**src/rtl/ifetch_pkg.sv**
```systemverilog
// Types and constants shared between the instruction fetcher and the
// decoded-instruction FIFO.
package ifetch_pkg;

    localparam int INSN_WIDTH = 24;

    typedef logic [INSN_WIDTH-1:0] insn_t;

    // Request-PC pseudo-instruction the fetcher injects into the stream.
    localparam insn_t DI_REQUESTPC = 24'h178000;

endpackage

```
**src/rtl/insn_fifo_ram.sv**
```systemverilog
// Storage array for insn_fifo: one synchronous write port and one
// asynchronous read port, so the head word is visible without a read cycle.
module insn_fifo_ram #(
    parameter int INSN_WIDTH = ifetch_pkg::INSN_WIDTH,
    parameter int DEPTH_LOG2 = 2
) (
    input  logic                  clk,
    input  logic                  we,
    input  logic [DEPTH_LOG2-1:0] waddr,
    input  logic [INSN_WIDTH-1:0] wdata,
    input  logic [DEPTH_LOG2-1:0] raddr,
    output logic [INSN_WIDTH-1:0] rdata
);

    localparam int DEPTH = 1 << DEPTH_LOG2;

    logic [INSN_WIDTH-1:0] mem_q [DEPTH];

    // NOTE: the array has no reset; occupancy lives in the pointers and count,
    // so stale words are never observable and the array can map to LUT-RAM.
    always_ff @(posedge clk) begin
        if (we) begin
            mem_q[waddr] <= wdata;
        end
    end

    assign rdata = mem_q[raddr];

endmodule

```
**src/rtl/insn_fifo.sv**
```systemverilog
// Decoded-instruction FIFO between the fetcher and the execution stage.
// Optional INSN_FIFO_BYPASS_EN: an empty FIFO forwards di to do_data in the same cycle.
module insn_fifo #(
    parameter int INSN_WIDTH = ifetch_pkg::INSN_WIDTH,
    parameter int DEPTH_LOG2 = 2
) (
    input  logic                  clk,
    input  logic                  reset,
    input  logic [INSN_WIDTH-1:0] di,
    input  logic                  shift,
    output logic                  full,
    output logic                  empty,
    output logic [INSN_WIDTH-1:0] do_data,
    output logic                  do_valid,
    input  logic                  pop,
    input  logic                  flush,
    output logic [DEPTH_LOG2:0]   count,
    output logic                  overflow
);

    localparam int                DEPTH     = 1 << DEPTH_LOG2;
    localparam logic [DEPTH_LOG2:0] DEPTH_CNT = (DEPTH_LOG2 + 1)'(DEPTH);

    logic [DEPTH_LOG2-1:0] wr_ptr_q, wr_ptr_d;
    logic [DEPTH_LOG2-1:0] rd_ptr_q, rd_ptr_d;
    logic [DEPTH_LOG2:0]   count_q, count_d;
    logic                  overflow_q, overflow_d;

    logic [INSN_WIDTH-1:0] ram_rdata;
    logic                  bypass;
    logic                  pop_acc;
    logic                  wr_acc;
    logic                  ram_we;

    assign full     = (count_q == DEPTH_CNT);
    assign empty    = (count_q == '0);
    assign count    = count_q;
    assign overflow = overflow_q;

`ifdef INSN_FIFO_BYPASS_EN
    // Flush wins over the bypass just as it wins over a normal write.
    assign bypass  = empty && shift && !flush;
    assign do_data = empty ? di : ram_rdata;
`else
    assign bypass  = 1'b0;
    assign do_data = ram_rdata;
`endif

    assign do_valid = !empty || bypass;
    assign pop_acc  = pop && do_valid;
    assign wr_acc   = shift && (!full || pop_acc);
    // A bypassed word that is popped immediately never needs to be stored.
    assign ram_we   = wr_acc && !flush && !(bypass && pop);

    insn_fifo_ram #(
        .INSN_WIDTH(INSN_WIDTH),
        .DEPTH_LOG2(DEPTH_LOG2)
    ) u_ram (
        .clk  (clk),
        .we   (ram_we),
        .waddr(wr_ptr_q),
        .wdata(di),
        .raddr(rd_ptr_q),
        .rdata(ram_rdata)
    );

    // NOTE: every next-state signal gets its hold value first, so no path
    // through the branches below can leave one unassigned and infer a latch.
    always_comb begin
        wr_ptr_d   = wr_ptr_q;
        rd_ptr_d   = rd_ptr_q;
        count_d    = count_q;
        overflow_d = overflow_q;

        if (flush) begin
            wr_ptr_d = '0;
            rd_ptr_d = '0;
            count_d  = '0;
        end else begin
            if (wr_acc) begin
                wr_ptr_d = wr_ptr_q + 1'b1;
            end
            if (pop_acc) begin
                rd_ptr_d = rd_ptr_q + 1'b1;
            end
            unique case ({wr_acc, pop_acc})
                2'b10:   count_d = count_q + 1'b1;
                2'b01:   count_d = count_q - 1'b1;
                default: count_d = count_q;
            endcase
            if (shift && !wr_acc) begin
                overflow_d = 1'b1;
            end
        end
    end

    // NOTE: state registers use non-blocking assignments so every flop
    // samples its _d value from before the edge, independent of block order.
    always_ff @(posedge clk) begin
        if (reset) begin
            wr_ptr_q   <= '0;
            rd_ptr_q   <= '0;
            count_q    <= '0;
            overflow_q <= 1'b0;
        end else begin
            wr_ptr_q   <= wr_ptr_d;
            rd_ptr_q   <= rd_ptr_d;
            count_q    <= count_d;
            overflow_q <= overflow_d;
        end
    end

endmodule

```
**config.mk**
```make
export PLATFORM = sky130hd
export DESIGN_NAME = insn_fifo
export DESIGN_NICKNAME = d
export VERILOG_FILES = /design/src/rtl/ifetch_pkg.sv /design/src/rtl/insn_fifo_ram.sv /design/src/rtl/insn_fifo.sv
export SDC_FILE = /design/constraint.sdc
export NUM_CORES = 1
export LEC_CHECK = 0
export CORE_UTILIZATION = 48
export CTS_CLUSTER_DIAMETER = 30
export DETAILED_ROUTE_END_ITERATION = 7
export GPL_ROUTABILITY_DRIVEN = 0
export PLACE_DENSITY = 0.83
export SYNTH_ARGS = -nofsm -noshare
export SYNTH_HDL_FRONTEND = slang
export SYNTH_SLANG_ARGS = --single-unit
```
**constraint.sdc**
```tcl
create_clock -name clk -period 2.2 [get_ports clk]
set_input_delay 0.44 -clock clk [delete_from_list [all_inputs] [get_ports clk]]
set_output_delay 0.44 -clock clk [all_outputs]
set_load 0.05 [all_outputs]
```
==> flow_summary.ini <==
[sta]
timing.final.crit_period_ps = 2160
max_freq_mhz = 463
slew-limit-headroom = 0.662
rsz0062_at_grt = true
final_hold_viol_count = 0
finClkSkew_ps = 8.32
finalCritPeriodShare = 0.981
final_max_slew_viol_count = 0
max_slew.worst_pin.slew_ps = 506
timing.final.setup_violations = 0

[logic_synthesis]
syn-num-nets = 223
ys_types = 25
synth_sequential_area_ratio = 0.774
yosys-top-cells-area = sky130_fd_sc_hd__edfxtp_1, sky130_fd_sc_hd__mux4_2, sky130_fd_sc_hd__dfxtp_1
synth-warning-count = 0
number_of_synthesized_register_bits = 106
syn-cell-area_um2 = 3980
synth_top_flop_cell = sky130_fd_sc_hd__edfxtp_1
netlist.top_cell.by_area = sky130_fd_sc_hd__edfxtp_1
synth.top_cell.area_share = 0.724
synth_area_per_inst_um2 = 21.2
post_synth_inst_count = 188
asyncSetResetFlopFracSynth = 0
synth_enable_flop_cells = 96

[routing]
post_drt_wl_per_cell_um = 17.6
vias_per_cell = 5.30
drt-total-wl_um = 6550
wire_length_on_met2_um = 3320
route.antenna.remaining_nets = 0
vias = 1977
wl_met1_um = 2790
routed-wl-met3_um = 375
drt_pre_antenna_iters = 4
maxUsedRoutingLayer = met4
first_iter_violations = 65
drcViolationCount = 0

[finish]
layout-drive-gt1-share = 0.332
mostFrequentLayoutCell = sky130_fd_sc_hd__edfxtp_1
final_cell_mix = sky130_fd_sc_hd__edfxtp_1, sky130_fd_sc_hd__clkdlybuf4s50_1, sky130_fd_sc_hd__buf_12
synthesis_to_finish_area_growth_pct = 34.6
n_antenna_cell = 0
fin_area_um2 = 5360
final_nets = 301

[clock_network]
tritoncts.num_buffers = 9
clockRootBuffer = sky130_fd_sc_hd__clkbuf_8
clock_tree.buffer_depth = 2
htreeDepth = 3
clock_insertion_delay_worst_skew_ps = 360
numClockSinks = 106
clock_tree_from_tritoncts = done
path_clk_slew_ps = 100

[hold_path]
min_path_type = reg -> reg

[grt]
grt_pass1_wl_um = 10300
grt_start_max_net_pins = 25
gr-usage-all-layers = 0.167
grt_pass1_vias = 2027
grt-ovfl-total = 0
antenna_found_initial = 0

[worst_setup_path]
path_max_fanout = 2
cp_cell_sequence = or4b_4 -> nand2_4 -> ha_4 -> inv_1 -> fa_2 -> xor2_1 -> or3_1 -> a21oi_1
arrival_ps = 2450
path_class = reg -> reg
startpoint_type = flip-flop
ff2ff_setup_slack_ps = 40
timing.critical_path.to_type = flip-flop
crit_required_ps = 2490
timing.critical_path.slowest_cell_delay_ps = 550
critical-path-slowest-cell = sky130_fd_sc_hd__or4b_4

[floorplanning]
floorplan.rows = 32
chipWidth_um = 93.1
chipHeight_um = 93.1
design.die.area_um2 = 8660
core-area_um2 = 7890
ioPinCount = 60
start_util = 0.505

[power]
p_leak_nw = 1.80
p_total_w = 0.00398
worst_supply_voltage_drop_on_vdd_mv = 0.370
pwr_density_cell_nw_per_um2 = 743

[placed_design]
numPortBuffers = 59
post_dp_cell_area_um2 = 5090
dpl.hpwl_um = 4010

[status]
result_of_the_run = finished, final reports clean

[run]
drv_cap = 0
-- Yosys cell counts (2+ instances only) --
master                     instances
sky130_fd_sc_hd__inv_1             9
sky130_fd_sc_hd__buf_4             2
sky130_fd_sc_hd__ha_1              5
sky130_fd_sc_hd__xor2_1            3
sky130_fd_sc_hd__nand3_1           2
sky130_fd_sc_hd__nor2_1            6
sky130_fd_sc_hd__a21oi_1           5
sky130_fd_sc_hd__or3_1             3
sky130_fd_sc_hd__o21ai_0           4
sky130_fd_sc_hd__nand2_1           2
sky130_fd_sc_hd__dfxtp_1          10
sky130_fd_sc_hd__edfxtp_1         96
sky130_fd_sc_hd__mux4_2           24
sky130_fd_sc_hd__and2_1            4
sky130_fd_sc_hd__buf_2             3
-- logic make-up (layout without fill, tap and decap cells) --
group | count (synthesis) | count (layout) | synth area share
flip-flops | 106 | 106 | 0.774
multiplexers | 24 | 24 | 0.136
AND/OR/NAND/NOR | 22 | 22 | 0.0302
buffers and inverters | 16 | 99 | 0.0179
AO/OA/AOI/OAI | 11 | 11 | 0.0148
adder cells (fa/ha/maj) | 6 | 6 | 0.0207
XOR/XNOR | 3 | 3 | 0.00660
-- stage by stage --
step,hold WS (ps),instances,setup TNS (ps),util,setup WS [ps]
after floorplan,459,188,0,-,0.242
after global placement,459,356,-724,0.645,-438
after detailed placement,467,356,-824,0.645,-475
after CTS,497,372,0,0.676,13.7
after global routing,508,373,-0.142,0.680,-0.142
final,491,373,0,0.680,42.0
-- state kept, by name, indices dropped and copies added (netlist names), named ones only --
signal	flops
count	3
overflow	1
rd_ptr_q	2
u_ram.mem_q	96
wr_ptr_q	2
-- metal layers --
metal  GRT usage  vias up
li1            -      910
met1       0.211     1005
met2       0.268       56
met3      0.0528        6
met4      0.0692        0
met5           0        -
-- where the power goes --
| group | switching [W] | internal [W] |
|---|---|---|
| clock | 0.000664 | 0.000665 |
| combinational | 0.000216 | 0.000204 |
| sequential | 0.0000105 | 0.00222 |
| total | 0.000891 | 0.00309 |
-- final timing paths --
path | startpoint | endpoint | cells after the start
min reg2reg | overflow$_SDFFE_PP0P_ | overflow$_SDFFE_PP0P_ | 2
max | count[0]$_SDFFE_PP0P_ | count[2]$_SDFFE_PP0P_ | 8
min | overflow$_SDFFE_PP0P_ | overflow$_SDFFE_PP0P_ | 2
max reg2reg | count[0]$_SDFFE_PP0P_ | count[2]$_SDFFE_PP0P_ | 8
-- what timing repair did --
item,4_1_cts,5_1_grt
setup endpoints to repair,2,7
hold buffers,0,0
cloned,0,1
pin swaps,4,2
resized for setup,4,1
buffers inserted,0,0
-- area by class of cell --
| class | count | area (µm²) |
|---|---|---|
| Clock inverter | 7 | 109 |
| Timing Repair Buffer | 74 | 1020 |
| Tap cell | 102 | 128 |
| Clock buffer | 9 | 124 |
| Multi-Input combinational cell | 66 | 855 |
| Sequential cell | 106 | 3100 |
| Fill cell | 494 | 2530 |
| Inverter | 9 | 33.8 |
-- critical path: cells and delay by family (launching register included) --
kind / cells / cell delay [ps]
AND/OR/NAND/NOR: 3 / 980
AO/OA/AOI/OAI: 1 / 120
flip-flops: 1 / 360
XOR/XNOR: 1 / 150
buffers and inverters: 1 / 50
adder cells (fa/ha/maj): 2 / 450
No activity file was read; power rests on OpenSTA's default activity.
